<file path="src/rtl/dispatch_buffer.sv">
// dispatch_buffer: 4-wide bundle staging FIFO between rename and the issue queue.
// Holds DEPTH bundles in a circular buffer, presents the head bundle combinationally,
// squashes killed slots in place, and silently drops bundles with no live slot.
//
// Handshake: o_en is asserted for exactly the cycles in which the head bundle is
// handed to the issue queue; it requires a head with at least one live slot and
// i_ready=1, and is never asserted in a flush cycle. Rename pushes with i_push and
// must respect o_full unless a pop happens in the same cycle.
module dispatch_buffer #(
   parameter int DEPTH     = 4,
   parameter int WIDTH_REG = 5,
   parameter int WIDTH_TAG = 5,
   parameter int WIDTH_BRM = 3,
   parameter int WIDTH     = 7 + WIDTH_BRM + WIDTH_TAG + 3*WIDTH_REG + 3
) (
   input  logic                       i_clk,
   input  logic                       i_rst_n,
   input  logic [WIDTH-1:0]           i_inst1,
   input  logic [WIDTH-1:0]           i_inst2,
   input  logic [WIDTH-1:0]           i_inst3,
   input  logic [WIDTH-1:0]           i_inst4,
   input  logic                       i_push,
   output logic                       o_full,
   output logic [WIDTH-1:0]           o_inst1,
   output logic [WIDTH-1:0]           o_inst2,
   output logic [WIDTH-1:0]           o_inst3,
   output logic [WIDTH-1:0]           o_inst4,
   output logic                       o_en,
   input  logic                       i_ready,
   input  logic [WIDTH_BRM-1:0]       i_BrKill,
   input  logic                       i_flush,
   output logic [$clog2(DEPTH):0]     o_count
);

   localparam int PW = $clog2(DEPTH);
   localparam int CW = PW + 1;

   typedef enum logic [1:0] {
      S_EMPTY = 2'd0,
      S_SEND  = 2'd1,
      S_DROP  = 2'd2
   } head_state_t;

   logic [WIDTH-1:0] r_mem [DEPTH][4];
   logic [DEPTH-1:0] r_vld;
   logic [PW-1:0]    r_head;
   logic [PW-1:0]    r_tail;
   logic [CW-1:0]    r_count;

   logic [WIDTH-1:0] w_in  [4];
   logic [WIDTH-1:0] w_out [4];
   logic             w_live;
   logic             w_any;
   head_state_t      w_state;
   logic             w_pop;
   logic             w_push;
   logic             w_full;

   // Clear the valid flag of a slot whose branch mask intersects the kill vector.
   function automatic logic [WIDTH-1:0] kill_slot(input logic [WIDTH-1:0] inst,
                                                   input logic [WIDTH_BRM-1:0] kill);
      logic [WIDTH-1:0] res;
      res = inst;
      if ((inst[WIDTH-8 -: WIDTH_BRM] & kill) != '0) res[0] = 1'b0;
      return res;
   endfunction

   // Incoming bundle filtered by the current kill before it is stored.
   always_comb begin
      w_in[0] = kill_slot(i_inst1, i_BrKill);
      w_in[1] = kill_slot(i_inst2, i_BrKill);
      w_in[2] = kill_slot(i_inst3, i_BrKill);
      w_in[3] = kill_slot(i_inst4, i_BrKill);
   end

   // Head view with this cycle's kill applied; zero when the buffer is empty.
   always_comb begin
      w_live = r_vld[r_head];
      for (int s = 0; s < 4; s++) begin
         w_out[s] = w_live ? kill_slot(r_mem[r_head][s], i_BrKill) : '0;
      end
      w_any = w_out[0][0] | w_out[1][0] | w_out[2][0] | w_out[3][0];
   end

   // Head state classification and the pop/push/enable decisions.
   always_comb begin
      w_state = S_EMPTY;
      w_pop   = 1'b0;
      o_en    = 1'b0;
      if (w_live) w_state = w_any ? S_SEND : S_DROP;
      case (w_state)
         S_SEND: begin
            o_en  = i_ready & ~i_flush;
            w_pop = i_ready & ~i_flush;
         end
         S_DROP:  w_pop = ~i_flush;
         default: ;
      endcase
      w_full = (r_count == CW'(DEPTH));
      w_push = i_push & (~w_full | w_pop) & ~i_flush;
   end

   assign o_inst1 = w_out[0];
   assign o_inst2 = w_out[1];
   assign o_inst3 = w_out[2];
   assign o_inst4 = w_out[3];
   assign o_full  = w_full;
   assign o_count = r_count;

   // Buffer storage, entry flags, pointers and occupancy count.
   always_ff @(posedge i_clk or negedge i_rst_n) begin
      if (!i_rst_n) begin
         for (int e = 0; e < DEPTH; e++) begin
            for (int s = 0; s < 4; s++) r_mem[e][s] <= '0;
         end
         r_vld   <= '0;
         r_head  <= '0;
         r_tail  <= '0;
         r_count <= '0;
      end else if (i_flush) begin
         r_vld   <= '0;
         r_head  <= '0;
         r_tail  <= '0;
         r_count <= '0;
      end else begin
         // In-place squash of every stored slot hit by the kill.
         for (int e = 0; e < DEPTH; e++) begin
            for (int s = 0; s < 4; s++) begin
               if ((r_mem[e][s][WIDTH-8 -: WIDTH_BRM] & i_BrKill) != '0)
                  r_mem[e][s][0] <= 1'b0;
            end
         end
         // Pop clears first so a push into the freed entry (full case) wins.
         if (w_pop) begin
            r_vld[r_head] <= 1'b0;
            r_head        <= r_head + PW'(1);
         end
         if (w_push) begin
            for (int s = 0; s < 4; s++) r_mem[r_tail][s] <= w_in[s];
            r_vld[r_tail] <= 1'b1;
            r_tail        <= r_tail + PW'(1);
         end
         case ({w_push, w_pop})
            2'b10:   r_count <= r_count + CW'(1);
            2'b01:   r_count <= r_count - CW'(1);
            default: r_count <= r_count;
         endcase
      end
   end

endmodule

</file>
<file path="config.mk">
export PLATFORM = sky130hd
export DESIGN_NAME = dispatch_buffer
export DESIGN_NICKNAME = d
export VERILOG_FILES = /design/src/rtl/dispatch_buffer.sv
export SDC_FILE = /design/constraint.sdc
export NUM_CORES = 1
export LEC_CHECK = 0
export BUFFER_PORTS_ARGS = -buffer_cell sky130_fd_sc_hd__buf_2
export CORE_MARGIN = 2
export CORE_UTILIZATION = 53
export DETAILED_ROUTE_END_ITERATION = 6
export PLACE_DENSITY = 0.8
export SETUP_SLACK_MARGIN = 0.2
export SYNTH_ARGS = -nofsm -noshare
export SYNTH_HDL_FRONTEND = slang
export SYNTH_SLANG_ARGS = --single-unit
export TNS_END_PERCENT = 10
</file>
<file path="constraint.sdc">
create_clock -name i_clk -period 3.2 [get_ports i_clk]
set_clock_uncertainty 0.15 [all_clocks]
set_input_delay 0.16 -clock i_clk [delete_from_list [all_inputs] [get_ports i_clk]]
set_output_delay 0.16 -clock i_clk [all_outputs]
set_load 0.02 [all_outputs]
</file>
==> results.md <==
* Post-route ant nets at 0
* Die area at about 0.048 mm2
* Met1 Usage GRT at between 30% and 40%
* Largest family of logic cells by synthesized area: multiplexers
* Pint at between 20 and 25 mW
* Hold crit path type: primary input to flip-flop
* Clk root buf: clkbuf_16
* FMAX at approximately 300 MHz
* Ys Warns at 0
* # DRC at 0
* Synth-to-layout area growth at 27.4%
* Crit path arrival time at 3650 ps
* Seq pwr share at 39.4%
* Adder-cell share of the synthesized area at 0.486%
* Starting Density at between 50% and 60%
* Utilization after layout at 68.1%
* GRT met3 Usage at approximately 4.5%
* Clock sinks at 539
* Failing checks: negative setup slack
* Dpl cells at 2444
* Psw at approximately 9 mW
* Total wire length at about 61000 um
* Setup CP Type: flip-flop to flip-flop
* Area fraction in compound gates after synthesis at 2.21%
* Clk slew on worst S/H paths at about 60 ps
* Area of the core at 0.0463 mm2
* First-pass GRT wire length at 93200 um
* Status: finished, violations left
* Startpoint types: flip-flop
* Rows at between 70 and 80
* Syn Area/Cell at 15.6 um2
* CTS max path bufs at 3
* Fillers at around 3100
* R2R cell count at 12
* Power, Total at a little under 30 mW
* CP Max Fanout at 6
* Critical path capture point type: flip-flop
* Worst r2r src: r_head[0]
* Slew margin rel. at 36.9%
* Worst Setup EP: o_count[1]
* Met2 Track Usage GR at between 40% and 50%
* Mapped cell area at approximately 0.025 mm2
* R2R Path End: o_count[1]
* Max cap viols at 0
* Die Height at between 200 and 250 um
* Insertion delay to the later sink of the worst-skew pair at 600 ps
* Share of cells above drive strength 1 at ~55%
* Total GRT Usage at about 25%
* Hold_ws at approximately 98 ps
* GRT busiest layer: met2
* CTS tree: yes
* Critical path startpoint: r_head[0]
* Post-synthesis mux area share at between 30% and 40%
* Detailed Place HPWL at 37000 um
* Nets at approximately 2200
* Final Hold Viols at 0
* Vias in the first global route at between 15000 and 20000
* Count of TritonRoute iterations in the first routing pass at 6
* Routed WL per cell at roughly 22 um
* DR vias at 15900
* Post-synth ARST share at 100%
* CTS Buf Count at 56
* Initial DRC count at between 1000 and 1500
* Final setup fails at between 150 and 200
* Final Non-Filler Cells at 2733
* R2R Setup Slk at -100 ps
* GP Congestion at just under 0.9
* Combinational cell fraction of total power at a little under two fifths
* Synth Instances at around 1600
* Final worst path period need at between 3000 and 4000 ps
* Via-per-instance ratio at 5.80
* Post-synth EDFFs at 0
* H-Tree Depth at 2
* Final Max Tran Viols at 0
* Largest net degree at the start of global routing at approximately 80
* Clock network power share at about 23%
* Cell leakage power at 14.5 nW
* RSZ-0062 raised after global routing: true
* IO Port Bufs at about 280
* Power per Cell Area at about 940 mW/mm2
* XOR/XNOR Fraction of Synth Area at 0.106%
* Synth Area in Simple Gates at 4.06%
* Synth Flop Type: dfrtp_1
* WP data required at ~3600 ps
* Worst Tran Pin Value at roughly 940 ps
* Post-Syn Nets at between 1500 and 2000
* Initial antenna violation count at 5
* Sw Ratio at between 30% and 40%
* Overflow after GRT at 0
* Die span in x at roughly 220 um
* VDD IR max at approximately 640 uV
* Ports at between 200 and 300
* Crit path setup slack, layout at -105 ps
* Flops & latches, synth at 539
* Crit share post-route at 103%
* Post-synth cell types at 39
* Seq/Total Area, Yosys at 54.5%
* Setup_tns at -9960 ps
placed cells by master, fill, tap and decap left out, types with 13 or more instances in the layout:
cell / netlist / layout
a21oi_1: 16 / 13
clkbuf_8: 0 / 16
buf_6: 0 / 20
buf_4: 50 / 65
dlygate4sd3_1: 0 / 140
inv_1: 28 / 28
clkbuf_16: 0 / 65
dfrtp_1: 539 / 537
buf_2: 19 / 274
a222oi_1: 16 / 16
and2_1: 128 / 128
buf_12: 0 / 31
o22ai_1: 14 / 14
mux4_2: 133 / 132
mux2_2: 509 / 504
clkbuf_1: 36 / 17
cells in the mapped netlist, drive strengths merged, types with 2 or more instances:
cell type  instances  area share, %
mux4             133             12
a21oi             16           0.32
clkbuf            36           0.55
a211o              4           0.14
nand2             15           0.23
dfrtp            539             55
a22oi              4           0.12
o32ai              2          0.071
a211oi             6           0.18
and2             128            3.2
inv               28           0.43
a22o               4           0.14
nor2              12           0.18
a222oi            16           0.65
o22ai             14           0.35
nor3b              3          0.091
mux2             513             23
ha                 8           0.40
buf               80            2.1
xnor2              2          0.071
nand3              8           0.16
mux2i              2          0.081
stage by stage:
step	setup WS, ps	cell area, um2
after floorplan	-288	24800
after global placement	-153	27400
after detailed placement	-169	27400
after CTS	-98.5	31000
after global routing	-199	31500
final	-105	31500
power by group through the flow:
stage / Combinational, mW / Sequential [mW] / Clock, mW
global route: 11.8 / 11.9 / 7.29
global placement: 10.0 / 11.4 / 0
CTS: 10.8 / 11.5 / 6.98
detailed placement: 10.4 / 11.7 / 0
floorplan: 7.82 / 11.0 / 0
finish: 11.1 / 11.6 / 6.85
how the worst min path moves through the flow:
stage	startpoint	cells after the start	endpoint	slack [ps]
finish	i_BrKill[0]	4	r_mem[231]	100
global route	i_BrKill[0]	4	r_mem[231]	70
CTS	i_BrKill[0]	4	r_mem[231]	20
detailed placement	i_rst_n	1	asynchronous set/reset pin	50
global placement	i_rst_n	1	asynchronous set/reset pin	40
floorplan	i_rst_n	0	asynchronous set/reset pin	-290
layer usage:
| layer | share of wire [%] | wire [um] | vias to the layer above |
|---|---|---|---|
| met2 | 51 | 30900 | 483 |
| met3 | 5.4 | 3250 | 117 |
| met4 | 2.6 | 1570 | 4 |
| li1 | - | - | 6870 |
| met5 | 0.026 | 16 | - |
| met1 | 41 | 24800 | 8388 |
cells by family after synthesis:
kind of cell               after synthesis
muxes                                  648
xor gates and xnor gates                 3
DFF                                    539
AOI/OAI and AO/OA                       72
and+or+nand+nor                        172
adders and majority gates                9
buffers and inverters                  144
timing repair:
item                                    CTS  global route
pin swaps                                 8             6
endpoints found under the setup margin  606           649
buffers inserted                         17            13
resized for setup                        16            47
hold buffers                            140             0
hold endpoints to repair                842             0
cloned                                    2             9
cell type report:
cell class	count	area, um2	area share (%)
clock inverters	14	267	0.846
inverters	28	105	0.334
repair buffers	547	4500	14.3
well taps	607	759	2.41
diodes	5	12.5	0.0397
flip-flops and latches	539	13500	42.8
multi-input cells	904	10700	33.9
clock buffers	89	1690	5.35
worst max-delay path, cell delays in order, from the launching register on:
cell and delay, ps:
dfrtp_4 510, buf_6 130, buf_6 120, mux4_2 300
a22o_1 280, a211oi_4 280, nor4_4 90, o21a_1 190
nand2_1 70, nor2_1 50, fa_1 520, or4b_1 430
o311ai_1 90
Power figures use the tool's default switching activity.
